### config.mk
export PLATFORM = sky130hd
export DESIGN_NAME = alu_exec_ctrl
export DESIGN_NICKNAME = d
export VERILOG_FILES = /design/src/rtl/alu_exec_ctrl.sv
export SDC_FILE = /design/constraint.sdc
export NUM_CORES = 1
export LEC_CHECK = 0
export BUFFER_PORTS_ARGS = -buffer_cell sky130_fd_sc_hd__clkbuf_2
export CORE_AREA = 8 8 79 81
export CTS_CLUSTER_SIZE = 14
export DETAILED_ROUTE_END_ITERATION = 8
export DIE_AREA = 0 0 87 89
export GPL_TIMING_DRIVEN = 0
export PLACE_DENSITY_LB_ADDON = 0.3
export SLEW_MARGIN = 20
export SYNTH_ARGS = -nofsm -noshare
export SYNTH_HDL_FRONTEND = slang
export SYNTH_SLANG_ARGS = --single-unit
export TNS_END_PERCENT = 50
### constraint.sdc
create_clock -name clk -period 3.6 [get_ports clk]
set_clock_uncertainty 0.2 [all_clocks]
set_input_delay 0.54 -clock clk [delete_from_list [all_inputs] [get_ports clk]]
set_output_delay 0.54 -clock clk [all_outputs]
set_load 0.01 [all_outputs]
### src/rtl/alu_exec_ctrl.sv
// alu_exec_ctrl: execute-stage controller driving an external 8-bit ALU; optional half-carry flag under AUX_CARRY_EN
module alu_exec_ctrl #(
  parameter logic [7:0] ACC_INIT   = 8'h00,
  parameter int         SETTLE_CYC = 0
) (
  input  logic       clk,
  input  logic       rst_n,
  input  logic       req_valid,
  output logic       req_ready,
  input  logic [3:0] req_op,
  input  logic       req_use_acc,
  input  logic [7:0] req_a,
  input  logic [7:0] req_b,
  output logic [3:0] alu_opcode,
  output logic [7:0] alu_a,
  output logic [7:0] alu_b,
  input  logic [7:0] alu_y,
  output logic       rsp_valid,
  input  logic       rsp_ready,
  output logic [7:0] rsp_data,
  output logic [4:0] rsp_flags,
  output logic       rsp_err,
  output logic [7:0] acc_out
);
  typedef enum logic [2:0] {IDLE, ISSUE, WAIT, CAPTURE, RESP} state_t;
  localparam logic [3:0] SETTLE_LD = 4'(SETTLE_CYC - 1);
  state_t     state, state_nx;
  logic [3:0] cnt;
  logic [7:0] acc;
  logic [8:0] sum9;
  logic [2:0] sh;
  logic       legal, cy, ac;
  logic [4:0] flags_nx;
  assign req_ready = state == IDLE;
  assign rsp_valid = state == RESP;
  assign acc_out   = acc;
  assign legal     = ~alu_opcode[3];
  assign sum9      = {1'b0, alu_a} + {1'b0, alu_b};
  assign sh        = alu_b[2:0] - 3'd1;
  assign cy        = alu_opcode == 4'd4 ? sum9[8] :
                     alu_opcode == 4'd5 ? alu_a < alu_b :
                     alu_opcode == 4'd7 ? (alu_b != 8'd0 && alu_b <= 8'd8 && alu_a[sh]) : 1'b0;
`ifdef AUX_CARRY_EN
  logic [4:0] hsum;
  assign hsum = {1'b0, alu_a[3:0]} + {1'b0, alu_b[3:0]};
  assign ac   = alu_opcode == 4'd4 ? hsum[4] :
                alu_opcode == 4'd5 ? alu_a[3:0] < alu_b[3:0] :
                alu_opcode == 4'd1;
`else
  assign ac = 1'b0;
`endif
  assign flags_nx = {alu_y[7], alu_y == 8'd0, ac, ~^alu_y, cy};
  // next-state: WAIT only exists when the ALU needs settle time
  always_comb begin
    state_nx = state;
    case (state)
      IDLE:    state_nx = req_valid ? ISSUE : IDLE;
      ISSUE:   state_nx = SETTLE_CYC > 0 ? WAIT : CAPTURE;
      WAIT:    state_nx = cnt == 4'd0 ? CAPTURE : WAIT;
      CAPTURE: state_nx = RESP;
      RESP:    state_nx = rsp_ready ? IDLE : RESP;
      default: state_nx = IDLE;
    endcase
  end
  // state register and settle down-counter
  always_ff @(posedge clk or negedge rst_n) begin
    if (!rst_n) begin
      state <= IDLE;
      cnt   <= 4'd0;
    end else begin
      state <= state_nx;
      cnt   <= state == ISSUE ? SETTLE_LD : state == WAIT ? cnt - 4'd1 : cnt;
    end
  end
  // operand latch on accept; result, flags and accumulator capture
  always_ff @(posedge clk or negedge rst_n) begin
    if (!rst_n) begin
      alu_opcode <= 4'd0;
      alu_a      <= 8'd0;
      alu_b      <= 8'd0;
      acc        <= ACC_INIT;
      rsp_data   <= 8'd0;
      rsp_flags  <= 5'd0;
      rsp_err    <= 1'b0;
    end else begin
      if (state == IDLE && req_valid) begin
        alu_opcode <= req_op;
        alu_a      <= req_use_acc ? acc : req_a;
        alu_b      <= req_b;
      end
      if (state == CAPTURE) begin
        rsp_err  <= ~legal;
        rsp_data <= legal ? alu_y : 8'd0;
        if (legal) acc <= alu_y;
        if (legal && alu_opcode != 4'd6) rsp_flags <= flags_nx;
      end
    end
  end
endmodule

[Word-level counts from Yosys, hierarchy flattened]
Cells that the tools add are included.
Storage, ports and cells
  bits in registers: 48
  output and inout port bits: 44
  word-level logic and storage cells: 49
Cells by class
  add/sub/neg operators: 3
  $lt $le $gt $ge: 3
  equal/unequal tests: 8
  muxes and demuxes: 13
  bitwise logic cells: 1
  reductions and logical operators: 12
Operators with widths (count)
  8-bit two-way mux: 2
  3-bit one-hot mux with 5 select lines: 1
  4-bit by 3-bit == test with 1-bit output, second input constant: 3
  8-bit by 8-bit adder with 9-bit output: 1
  8-bit by 4-bit less-or-equal comparator with 1-bit output, second input constant: 1
  8-bit zero test: 1
  8-bit less-than comparator: 1
  4-bit two-way mux: 2
  8-bit nonzero test: 1
  8-bit XNOR reduction: 1
  3-bit by 2-bit == test with 1-bit output, second input constant: 2
  1-bit two-way mux: 6
  1-bit logical AND: 4
  4-bit zero test: 1
  3-bit by 4-bit less-than comparator with 1-bit output, second input constant: 1
  4-bit by 3-bit != test with 1-bit output, second input constant: 1
  2-bit AND reduction: 2
  4-bit by 1-bit subtractor with 4-bit output, second input constant: 1
  1-bit binary-select mux with 3-bit select: 1
  3-bit by 1-bit == test with 1-bit output, second input constant: 1
  3-bit == test, second input constant: 1
  3-bit zero test: 1
  3-bit two-way mux: 1
  3-bit by 1-bit subtractor with 3-bit output, second input constant: 1
  other kinds (2): 2

[Depth between registers and ports, before layout]
Gate-level depths: netlist of run 1.
  depth after elaboration: 7
  gate-level depth with buffers: 7
  mapped depth without buffers: 7

[Least setup slack after synthesis of run 1]
Ideal clock, no wire load.
  path type: register to register
  start point: register alu_b[2]
  end point: register rsp_flags[0]
  library setup time: 0.129 ns
  arrival: 1.622 ns
  data required time: 3.271 ns
  setup slack: 1.649 ns
  cell stages (with the launch flop): 8
  buffers on the path: 0
  cell sequence: dfrtp_1 inv_1 ha_1 and2b_1 o311ai_1 o311ai_1 a211oi_1 o22ai_1
On the way
  longest elaborated chain between the ends: 7
  elaborated cells between the ends (all ways): 12
Ends and longest elaborated chain
  from (decl): RTL line 16  | output logic [7:0] alu_b,
  from (signal assigned): RTL line 89  | alu_b <= req_b;
  3-bit by 1-bit subtractor with 3-bit output: RTL line 39  | assign sh = alu_b[2:0] - 3'd1;
  1-bit binary-select mux with 3-bit select: RTL line 42  | alu_opcode == 4'd7 ? (alu_b != 8'd0 && alu_b <= 8'd8 && alu_a[sh]) : 1'b0;
  1-bit two-way mux (implied by the code): RTL line 42
  1-bit logical AND: RTL line 42
  1-bit two-way mux: RTL line 42
  1-bit two-way mux: RTL line 41  | alu_opcode == 4'd5 ? alu_a < alu_b :
  1-bit two-way mux *: RTL line 40  | assign cy = alu_opcode == 4'd4 ? sum9[8] :
  to (signal assigned): RTL line 95  | if (legal && alu_opcode != 4'd6) rsp_flags <= flags_nx;
  to (decl): RTL line 21  | output logic [4:0] rsp_flags,
Every way passes the cells marked *; elsewhere a longest branch is shown, timed or not. The select of a mux whose other input is x is not followed.
A chain may end at the register's enable or synchronous reset.

[Final worst setup path of run 1]
Same ends and word-level chain as after synthesis.

==> results of run 1 <==
kinds of logic (layout without fill, tap and decap cells):
kind of cell / after synthesis / count (layout) / share of synthesized area
adders and majority gates: 21 / 21 / 0.09929
muxes: 22 / 22 / 0.09835
and+or+nand+nor: 64 / 64 / 0.1314
DFF: 48 / 48 / 0.4539
xor gates and xnor gates: 4 / 4 / 0.01324
AOI/OAI and AO/OA: 57 / 57 / 0.1362
buffers and inverters: 33 / 115 / 0.06619
other: 1 / 1 / 0.001417
metrics by stage:
stage / worst slack [ps] / total power, mW / instance area [sq um] / util / std cells
3_5_place_dp: 1472 / 2.506 / 3107 / 0.6242 / 394
5_1_grt: 1371 / 3.024 / 3192 / 0.6413 / 402
6_report: 1481 / 2.821 / 3192 / 0.6413 / 402
4_1_cts: 1477 / 2.841 / 3192 / 0.6413 / 402
2_1_floorplan: 1649 / 1.993 / 2646 / - / 250
3_3_place_gp: 1487 / 2.456 / 3104 / 0.6237 / 394
cells in the final DEF (no fill, tap or decap), drive strengths merged, types with 2 or more instances in the layout:
cell type,synthesis,final
a211oi,2,2
a22o,8,8
nor4,2,2
xnor2,3,3
ha,21,21
nand2,18,18
o311ai,2,2
mux4,2,2
clkbuf,0,81
and2,2,2
nand3,3,3
nor3,8,8
nor2b,4,4
a21oi,16,16
o21ai,25,25
inv,22,22
buf,11,11
mux2,12,12
nor2,19,19
dfrtp,48,48
mux2i,8,8
cell type report:
| type | instances | area share |
|---|---|---|
| clock inverters | 1 | 0.002744 |
| inverters | 22 | 0.02587 |
| well taps | 70 | 0.02744 |
| plain buffers | 11 | 0.02901 |
| flip-flops and latches | 48 | 0.3763 |
| multi-input cells | 169 | 0.3979 |
| clock buffers | 7 | 0.02391 |
| repair buffers | 74 | 0.1168 |
report_power, final:
| group | leakage [nW] | total [mW] | switching (mW) | internal (mW) |
|---|---|---|---|---|
| Combinational | 0.995 | 1.45 | 0.776 | 0.674 |
| Clock | 0.0424 | 0.326 | 0.187 | 0.139 |
| Sequential | 0.573 | 1.05 | 0.258 | 0.788 |
metal layers:
metal	part of all wire	global-route usage	vias up
met2	0.47	0.2866	55
met1	0.45	0.1906	990
met4	0.015	0.06103	0
li1	-	-	1031
met3	0.064	0.05790	9
met5	0	0	-
path summary, 6_finish.rpt:
path                                          start                       end  slack [ps]  depth (start not counted)
setup / recovery               alu_b[2]$_DFFE_PN0P_  rsp_flags[0]$_DFFE_PN0P_        1480                          7
hold / removal                                rst_n        cnt[2]$_DFFE_PN0P_          70                          1
hold reg to reg            rsp_flags[4]$_DFFE_PN0P_  rsp_flags[4]$_DFFE_PN0P_         300                          2
min in group clk                          rsp_ready        state[2]$_DFF_PN0_         210                          2
setup reg to reg               alu_b[2]$_DFFE_PN0P_  rsp_flags[0]$_DFFE_PN0P_        1480                          7
max in group asynchronous                     rst_n      alu_b[0]$_DFFE_PN0P_        2690                          1
state kept, by name (all words and copies together), names as in the netlist:
signal      count
acc_out         8
alu_a           8
alu_b           8
rsp_data        8
alu_opcode      4
cnt             4
rsp_flags       4
state           3
rsp_err         1
==> metrics, run 1 <==
Root Driver=clkbuf_8; Critical Path, Cell by Cell=inv_1 -> ha_1 -> and2b_1 -> o311ai_1 -> o311ai_1 -> a211oi_1 -> o22ai_1; clock latency on the worst-skew pair=310 ps; Syn Area/Cell=10.59 sq um; Sink Count=48; Yosys top cell by area=dfrtp_1; GRT Resource Usage Total=0.1678; setup TNS=0 ps; Hold WS=65.11 ps; final wirelength=6.322 mm; area growth from synthesis to layout=20.61%; Ys Warns=0; HP Class=in2async; period utilisation layout=0.5886; CP bufs+invs=1; vias=2085; CTS tree=built; fin. max-slew vios=0; Final #Nets=385; Slew headroom=0.5697; Worst-Margin Slew=645.5 ps; Core ar.=4977 sq um; asr flop ratio synth=1.000; Reg clk slew, reported paths=90 ps; diode count=0; peak supply drop=0.4150 mV; footprint of the multi-input gates=1270 sq um; post-route minimum period=2119 ps; layout cells sized above 1=0.3313; mapped cell area=2646 sq um; vias per inst=5.187; antenna-violating nets left=0; cell with the most instances after synthesis=dfrtp_1; Syn Nets=304; Max clock buf depth=2; H-tree depth=2; RSZ-0062 raised after global routing=no; Most common cell on crit path=o311ai_1; synth cell count leaders=48 x dfrtp_1, 22 x inv_1, 21 x ha_1; FP Rows=26; crit-path leading delay family=compound AO/OA/AOI/OAI gates; per-cell routed wire length=15.73 um; initial antenna violation count=0; LEAKAGE=1.611 nW; startpoint class of the critical path=flop; GPL Wtd Cong=0.9608; pin count of the biggest net entering global routing=49; register area share after synthesis=0.4539; Die Width=87 um; final setup vio count=0; Setup CP Type=reg2reg; DRT iter0 DRCs=84; vias in the first global route=2075; post-synth top area share=0.4539; Top FF cell, synth=dfrtp_1; Slowest-stage cell, CP=dfrtp_1; required time worst endpoint=3600 ps; Port Buffers=74; die height=89 um; post_cts resized=0; first-pass GRT wire length=9.984 mm; max cap viols=0; postcts setup bufs=0; Fin. Hold Viols=0; Fillers=434; drc violations=0; max frequency=471.9 MHz; IO Count=77; FF+latch count, synth=48; Reg area=1201 sq um; Detail Placement HPWL=4.918 mm; drt pass-1 iters=4; Remaining Overflow, GRT=0; Worst path max stage delay=450 ps; PwrDens=883.9 nW/um^2; Worst EP arrival=2110 ps; CTS buffer count=5; Critical Path Fanout Max=7; status=finished clean; distinct cell type count after synthesis=43; synth top area cells=dfrtp_1 45%, ha_1 9.9%, mux2_2 3.4%, inv_1 3.1%, mux2i_1 3.0%; hold-fix buffers at CTS=0; Initial Util=0.5317; EDFF count, synth=0; Die Area=7743 sq um; Worst Setup End Kind=flop; Synth Instances=250
Note: power is estimated with default switching activity, not from simulation.
==> run 2: changes to the inputs <==
--- a/config.mk
+++ b/config.mk
@@ -6,10 +6,10 @@
 export NUM_CORES = 1
 export LEC_CHECK = 0
 export BUFFER_PORTS_ARGS = -buffer_cell sky130_fd_sc_hd__clkbuf_2
-export CORE_AREA = 8 8 79 81
+export CORE_AREA = 8 8 81 83
 export CTS_CLUSTER_SIZE = 14
 export DETAILED_ROUTE_END_ITERATION = 8
-export DIE_AREA = 0 0 87 89
+export DIE_AREA = 0 0 89 91
 export GPL_TIMING_DRIVEN = 0
 export PLACE_DENSITY_LB_ADDON = 0.3
 export SLEW_MARGIN = 20
==> constraint.sdc (replaced) <==
create_clock -name clk -period 1.95 [get_ports clk]
set_clock_uncertainty 0.2 [all_clocks]
set_input_delay 0.2925 -clock clk [delete_from_list [all_inputs] [get_ports clk]]
set_output_delay 0.2925 -clock clk [all_outputs]
set_load 0.01 [all_outputs]
==> run 2 against run 1 <==
Effect of this change: the flow now finishes with violations (setup timing); hold slack got worse by 51 ps; power grew 100%; register-to-register slack lost 1500 ps; via count grew 5.4%; cell area rose by 7.9%; core utilization is 0.41 points higher; sequential cell count is the same; clock power increased by 94%; critical path type unchanged; highest routed layer unchanged.
==> metrics, run 2 (synthesis gave the netlist of run 1 again) <==
Worst Setup End Kind=flop; Final #Nets=401; vias in the first global route=2365; fin. max-slew vios=0; status=finished with violations; commonest non-fill, non-tap cells in the layout=73 x clkbuf_2, 45 x dfrtp_1, 21 x inv_1, 18 x nand2_1, 17 x nor2_1; Reg clk slew, reported paths=90 ps; Slew headroom=0.5655; Fin. Hold Viols=0; Worst EP arrival=1980 ps; Slowest-stage cell, CP=dfrtp_1; Worst path max stage delay=440 ps; Reg area=1205 sq um; Initial Util=0.4958; Die Width=89 um; Die Area=8099 sq um; peak supply drop=0.7243 mV; max frequency=504.7 MHz; vias=2197; antenna-violating nets left=0; IO Count=77; Port Buffers=74; LEAKAGE=1.683 nW; layout cells sized above 1=0.3649; Remaining Overflow, GRT=0; total power=5.631 mW; drt pass-1 iters=4; Worst-Margin Slew=651.8 ps; initial antenna violation count=0; Core ar.=5338 sq um; pin count of the biggest net entering global routing=49; die height=91 um; diode count=0; clock latency on the worst-skew pair=310 ps; commonest non-fill, non-tap cell in the layout=clkbuf_2; final wirelength=6.846 mm; max cap viols=0; DRT iter0 DRCs=86; period utilisation layout=1.016; GRT Resource Usage Total=0.1786; area growth from synthesis to layout=30.17%; CTS buffer count=5; startpoint class of the critical path=flop; Critical Path Fanout Max=3; per-cell routed wire length=16.30 um; Detail Placement HPWL=5.023 mm; vias per inst=5.231; Hold WS=13.70 ps; Fillers=467; failing checks=setup timing; Root Driver=clkbuf_8; HP Class=in2reg; Max clock buf depth=2; Setup CP Type=reg2reg; FP Rows=27; Critical Path, Cell by Cell=ha_4 -> and2b_1 -> o311ai_2 -> o311ai_1 -> a211oi_1 -> o22ai_1; post-route minimum period=1981 ps; required time worst endpoint=1940 ps; Final WS setup=-31.19 ps; PwrDens=1635 nW/um^2; footprint of the multi-input gates=1358 sq um; GPL Wtd Cong=0.8976; final setup vio count=1; drc violations=0; CTS tree=built; Sink Count=48; RSZ-0062 raised after global routing=yes; first-pass GRT wire length=11.41 mm; H-tree depth=2
==> run 2: cell types whose count changed in the layout (fill, tap and decap cells not counted), sizes merged <==
cell and delta:
buf +4, clkinv -1, clkinvlp +1, dlygate4sd3 +12
==> run 2: worst paths after layout <==
kind	startpoint	to	slack, ps	cells past startpoint
setup / recovery	alu_a[2]$_DFFE_PN0P_	rsp_flags[0]$_DFFE_PN0P_	-30	6
hold / removal	req_op[2]	alu_opcode[2]$_DFFE_PN0P_	10	3
setup reg to reg	alu_a[2]$_DFFE_PN0P_	rsp_flags[0]$_DFFE_PN0P_	-30	6
hold reg to reg	rsp_err$_DFFE_PN0N_	rsp_err$_DFFE_PN0N_	300	1
max in group asynchronous	rst_n	alu_a[7]$_DFFE_PN0P_	700	2
min in group asynchronous	rst_n	cnt[2]$_DFFE_PN0P_	370	2
==> run 2: critical path: cells and delay by family (launching register included) <==
family                   cells  cell delay (ps)
flip-flops                   1              440
AO/OA/AOI/OAI                4              760
AND/OR/NAND/NOR              1              180
adder cells (fa/ha/maj)      1              290
==> run 2: power breakdown <==
group / total (mW) / internal, mW / switching (mW)
registers: 1.95 / 1.46 / 0.492
clock network: 0.633 / 0.289 / 0.344
logic: 3.05 / 1.47 / 1.58
total: 5.63 / 3.22 / 2.41
==> run 2: through the flow <==
stage	worst slack [ps]	area (sq um)	instances	util	TNS [ps]
after floorplan	48.27	2648	250	-	0
after global placement	-157.8	3108	396	0.5823	-157.8
after detailed placement	-198.0	3110	396	0.5827	-198.0
after CTS	-8.570	3413	418	0.6395	-8.570
after global routing	-57.27	3445	420	0.6453	-68.55
final	-31.19	3445	420	0.6453	-31.19
==> run 2: final cells by class <==
type	count	area share
Clock inverter	1	0.002179
Inverter	22	0.02397
Multi-Input combinational cell	169	0.3941
Clock buffer	7	0.02506
Tap cell	72	0.02615
Buffer	11	0.02688
Timing Repair Buffer	90	0.1518
Sequential cell	48	0.3498
==> run 2: repair_timing <==
action | CTS | global route
pin swaps | 5 | 0
setup buffers | 2 | 2
resized for setup | 8 | 4
setup endpoints to repair | 1 | 2
hold endpoints to repair | 59 | 0
hold buffers | 12 | 0
==> run 2: metal layers <==
metal  track usage  up-vias  wire [um]
met4       0.04438        0         90
met1        0.2247     1054       2927
met2        0.2857       72       3325
met3       0.05946        8        503
met5             0        -          0
li1              -     1063          -
==> run 3: changes to the inputs <==
--- a/config.mk
+++ b/config.mk
@@ -11,8 +11,8 @@
 export DETAILED_ROUTE_END_ITERATION = 8
 export DIE_AREA = 0 0 89 91
 export GPL_TIMING_DRIVEN = 0
+export MAX_ROUTING_LAYER = met4
 export PLACE_DENSITY_LB_ADDON = 0.3
-export SLEW_MARGIN = 20
 export SYNTH_ARGS = -nofsm -noshare
 export SYNTH_HDL_FRONTEND = slang
 export SYNTH_SLANG_ARGS = --single-unit
==> run 3 against run 2 <==
Effect of this change: the run still ends with setup timing left; sequential cell count is the same; cell area fell by 0.36%; die area did not move; worst setup slack worse by 1.5 ps; first-iteration DRC count rose by 2.3%; hold slack better by 2.4 ps; global-route usage up 0.50 points; routed wire length is 0.48% lower; largest power group unchanged; highest routed layer unchanged.
==> metrics, run 3 (synthesis gave the netlist of run 1 again) <==
r2r worst-path depth=6; vias=2192; Core ar.=5338 sq um; pre-CTS setup slack=-198.0 ps; Final #Nets=400; final wirelength=6.813 mm; Port Buffers=74; RSZ-0062 raised after global routing=yes; PwrDens=1639 nW/um^2; IO Count=77; required time worst endpoint=1940 ps; pin count of the biggest net entering global routing=49; clock latency on the worst-skew pair=300 ps; CTS tree=built; cell count after placement=396; die height=91 um; reg-to-reg startpoint=alu_a[2]$_DFFE_PN0P_; Initial Util=0.4958; post-route minimum period=1983 ps; Slew headroom=0.1975; Sink Count=48; layout cells sized above 1=0.3660; HP Class=in2async; H-tree depth=2; Root Driver=clkbuf_8; drt pass-1 iters=4; Final WS setup=-32.74 ps; Reg clk slew, reported paths=90 ps; reg2reg setup slack=-30 ps; DRT iter0 DRCs=88; status=finished with violations; Remaining Overflow, GRT=0; met2 usage=0.2870; Worst EP arrival=1970 ps; R2R Path End=rsp_flags[0]$_DFFE_PN0P_; vias per inst=5.232; startpoint class of the critical path=flop; GRT Resource Usage Total=0.1837; cell area after layout=3432 sq um; fin. max-slew vios=0; GRT busiest layer=met2; Die Width=89 um; Layout Cells excl Fill=419; commonest non-fill, non-tap cell in the layout=clkbuf_2; Detail Placement HPWL=5.024 mm; Worst Setup End Kind=flop; failing checks=setup timing; Max clock buf depth=2; met3 Track Usage GR=0.04324; diode count=0; Die Area=8099 sq um; max cap viols=0; first-pass GRT wire length=11.40 mm; drc violations=0; final setup vio count=1; FP Rows=27; area growth from synthesis to layout=29.69%; Fin. Hold Viols=0; peak supply drop=0.7261 mV; global routing usage on met1=0.2330; Critical Path Fanout Max=3; initial antenna violation count=0; Worst-Margin Slew=1204 ps; commonest non-fill, non-tap cells in the layout=74 x clkbuf_2, 45 x dfrtp_1, 21 x inv_1, 18 x nand2_1, 17 x nor2_1; CTS buffer count=5; vias in the first global route=2358; Placed Instance Area=3108 sq um; antenna-violating nets left=0; period utilisation layout=1.017; Setup CP Type=reg2reg; LEAKAGE=1.678 nW; Final Util=0.6430; GPL Wtd Cong=0.9129; per-cell routed wire length=16.26 um; total power=5.625 mW; max frequency=504.4 MHz
==> run 3: cell count changes in the layout (fill, tap and decap cells not counted) <==
| cell | change |
|---|---|
| clkbuf_2 | +1 |
| clkbuf_4 | -1 |
| dlygate4sd3_1 | -1 |
==> run 3: power by group <==
group,total (mW),leakage [nW],internal [mW],switching (mW)
Combinational,3.04,1.06,1.47,1.58
Clock,0.630,0.0445,0.289,0.341
Sequential,1.95,0.570,1.46,0.491
Total,5.63,1.68,3.22,2.41
==> run 3: worst max path at each step <==
stage / startpoint / to / slack (ps) / depth (start not counted)
2_1_floorplan: alu_b[2]$_DFFE_PN0P_ / rsp_flags[0]$_DFFE_PN0P_ / 50 / 7
3_3_place_gp: alu_a[7]$_DFFE_PN0P_ / rsp_flags[0]$_DFFE_PN0P_ / -160 / 6
3_5_place_dp: alu_b[2]$_DFFE_PN0P_ / rsp_flags[0]$_DFFE_PN0P_ / -200 / 7
4_1_cts: alu_b[4]$_DFFE_PN0P_ / rsp_flags[0]$_DFFE_PN0P_ / -9 / 7
6_report: alu_a[2]$_DFFE_PN0P_ / rsp_flags[0]$_DFFE_PN0P_ / -30 / 6
5_1_grt: alu_b[5]$_DFFE_PN0P_ / rsp_flags[0]$_DFFE_PN0P_ / -60 / 7
==> run 3: cell type report <==
type,instances,area (sq um)
repair buffers,89,510.5
plain buffers,11,92.59
well taps,72,90.09
multi-input cells,169,1358
fillers,468,1906
clock buffers,7,86.33
flip-flops and latches,48,1205
clock inverters,1,7.507
inverters,22,82.58
==> run 3: per-stage QoR <==
stage	setup TNS, ps	hold slack, ps
floorplan	0	-203.1
CTS	-8.570	1.473
global route	-68.23	7.531
detailed placement	-198.0	283.1
finish	-32.74	16.12
global placement	-157.8	277.3
==> run 3: worst max-delay path: stages (launching register included) <==
cell and delay (ps):
dfrtp_1 440, ha_4 290, and2b_1 180, o311ai_2 260, o311ai_1 150, a211oi_1 240
o22ai_1 110
==> run 3: what timing repair did <==
item	in CTS	in global routing
endpoints found under the hold margin	11	0
buffers inserted	2	2
setup endpoints to repair	1	2
pin swaps	5	0
gates resized for setup	8	4
hold buffers	11	0
==> run 3: layer usage <==
layer  wire [um]  up-vias
met5           0        -
met4          89        0
met3         320        8
met2        3304       62
met1        3099     1063
li1            -     1059
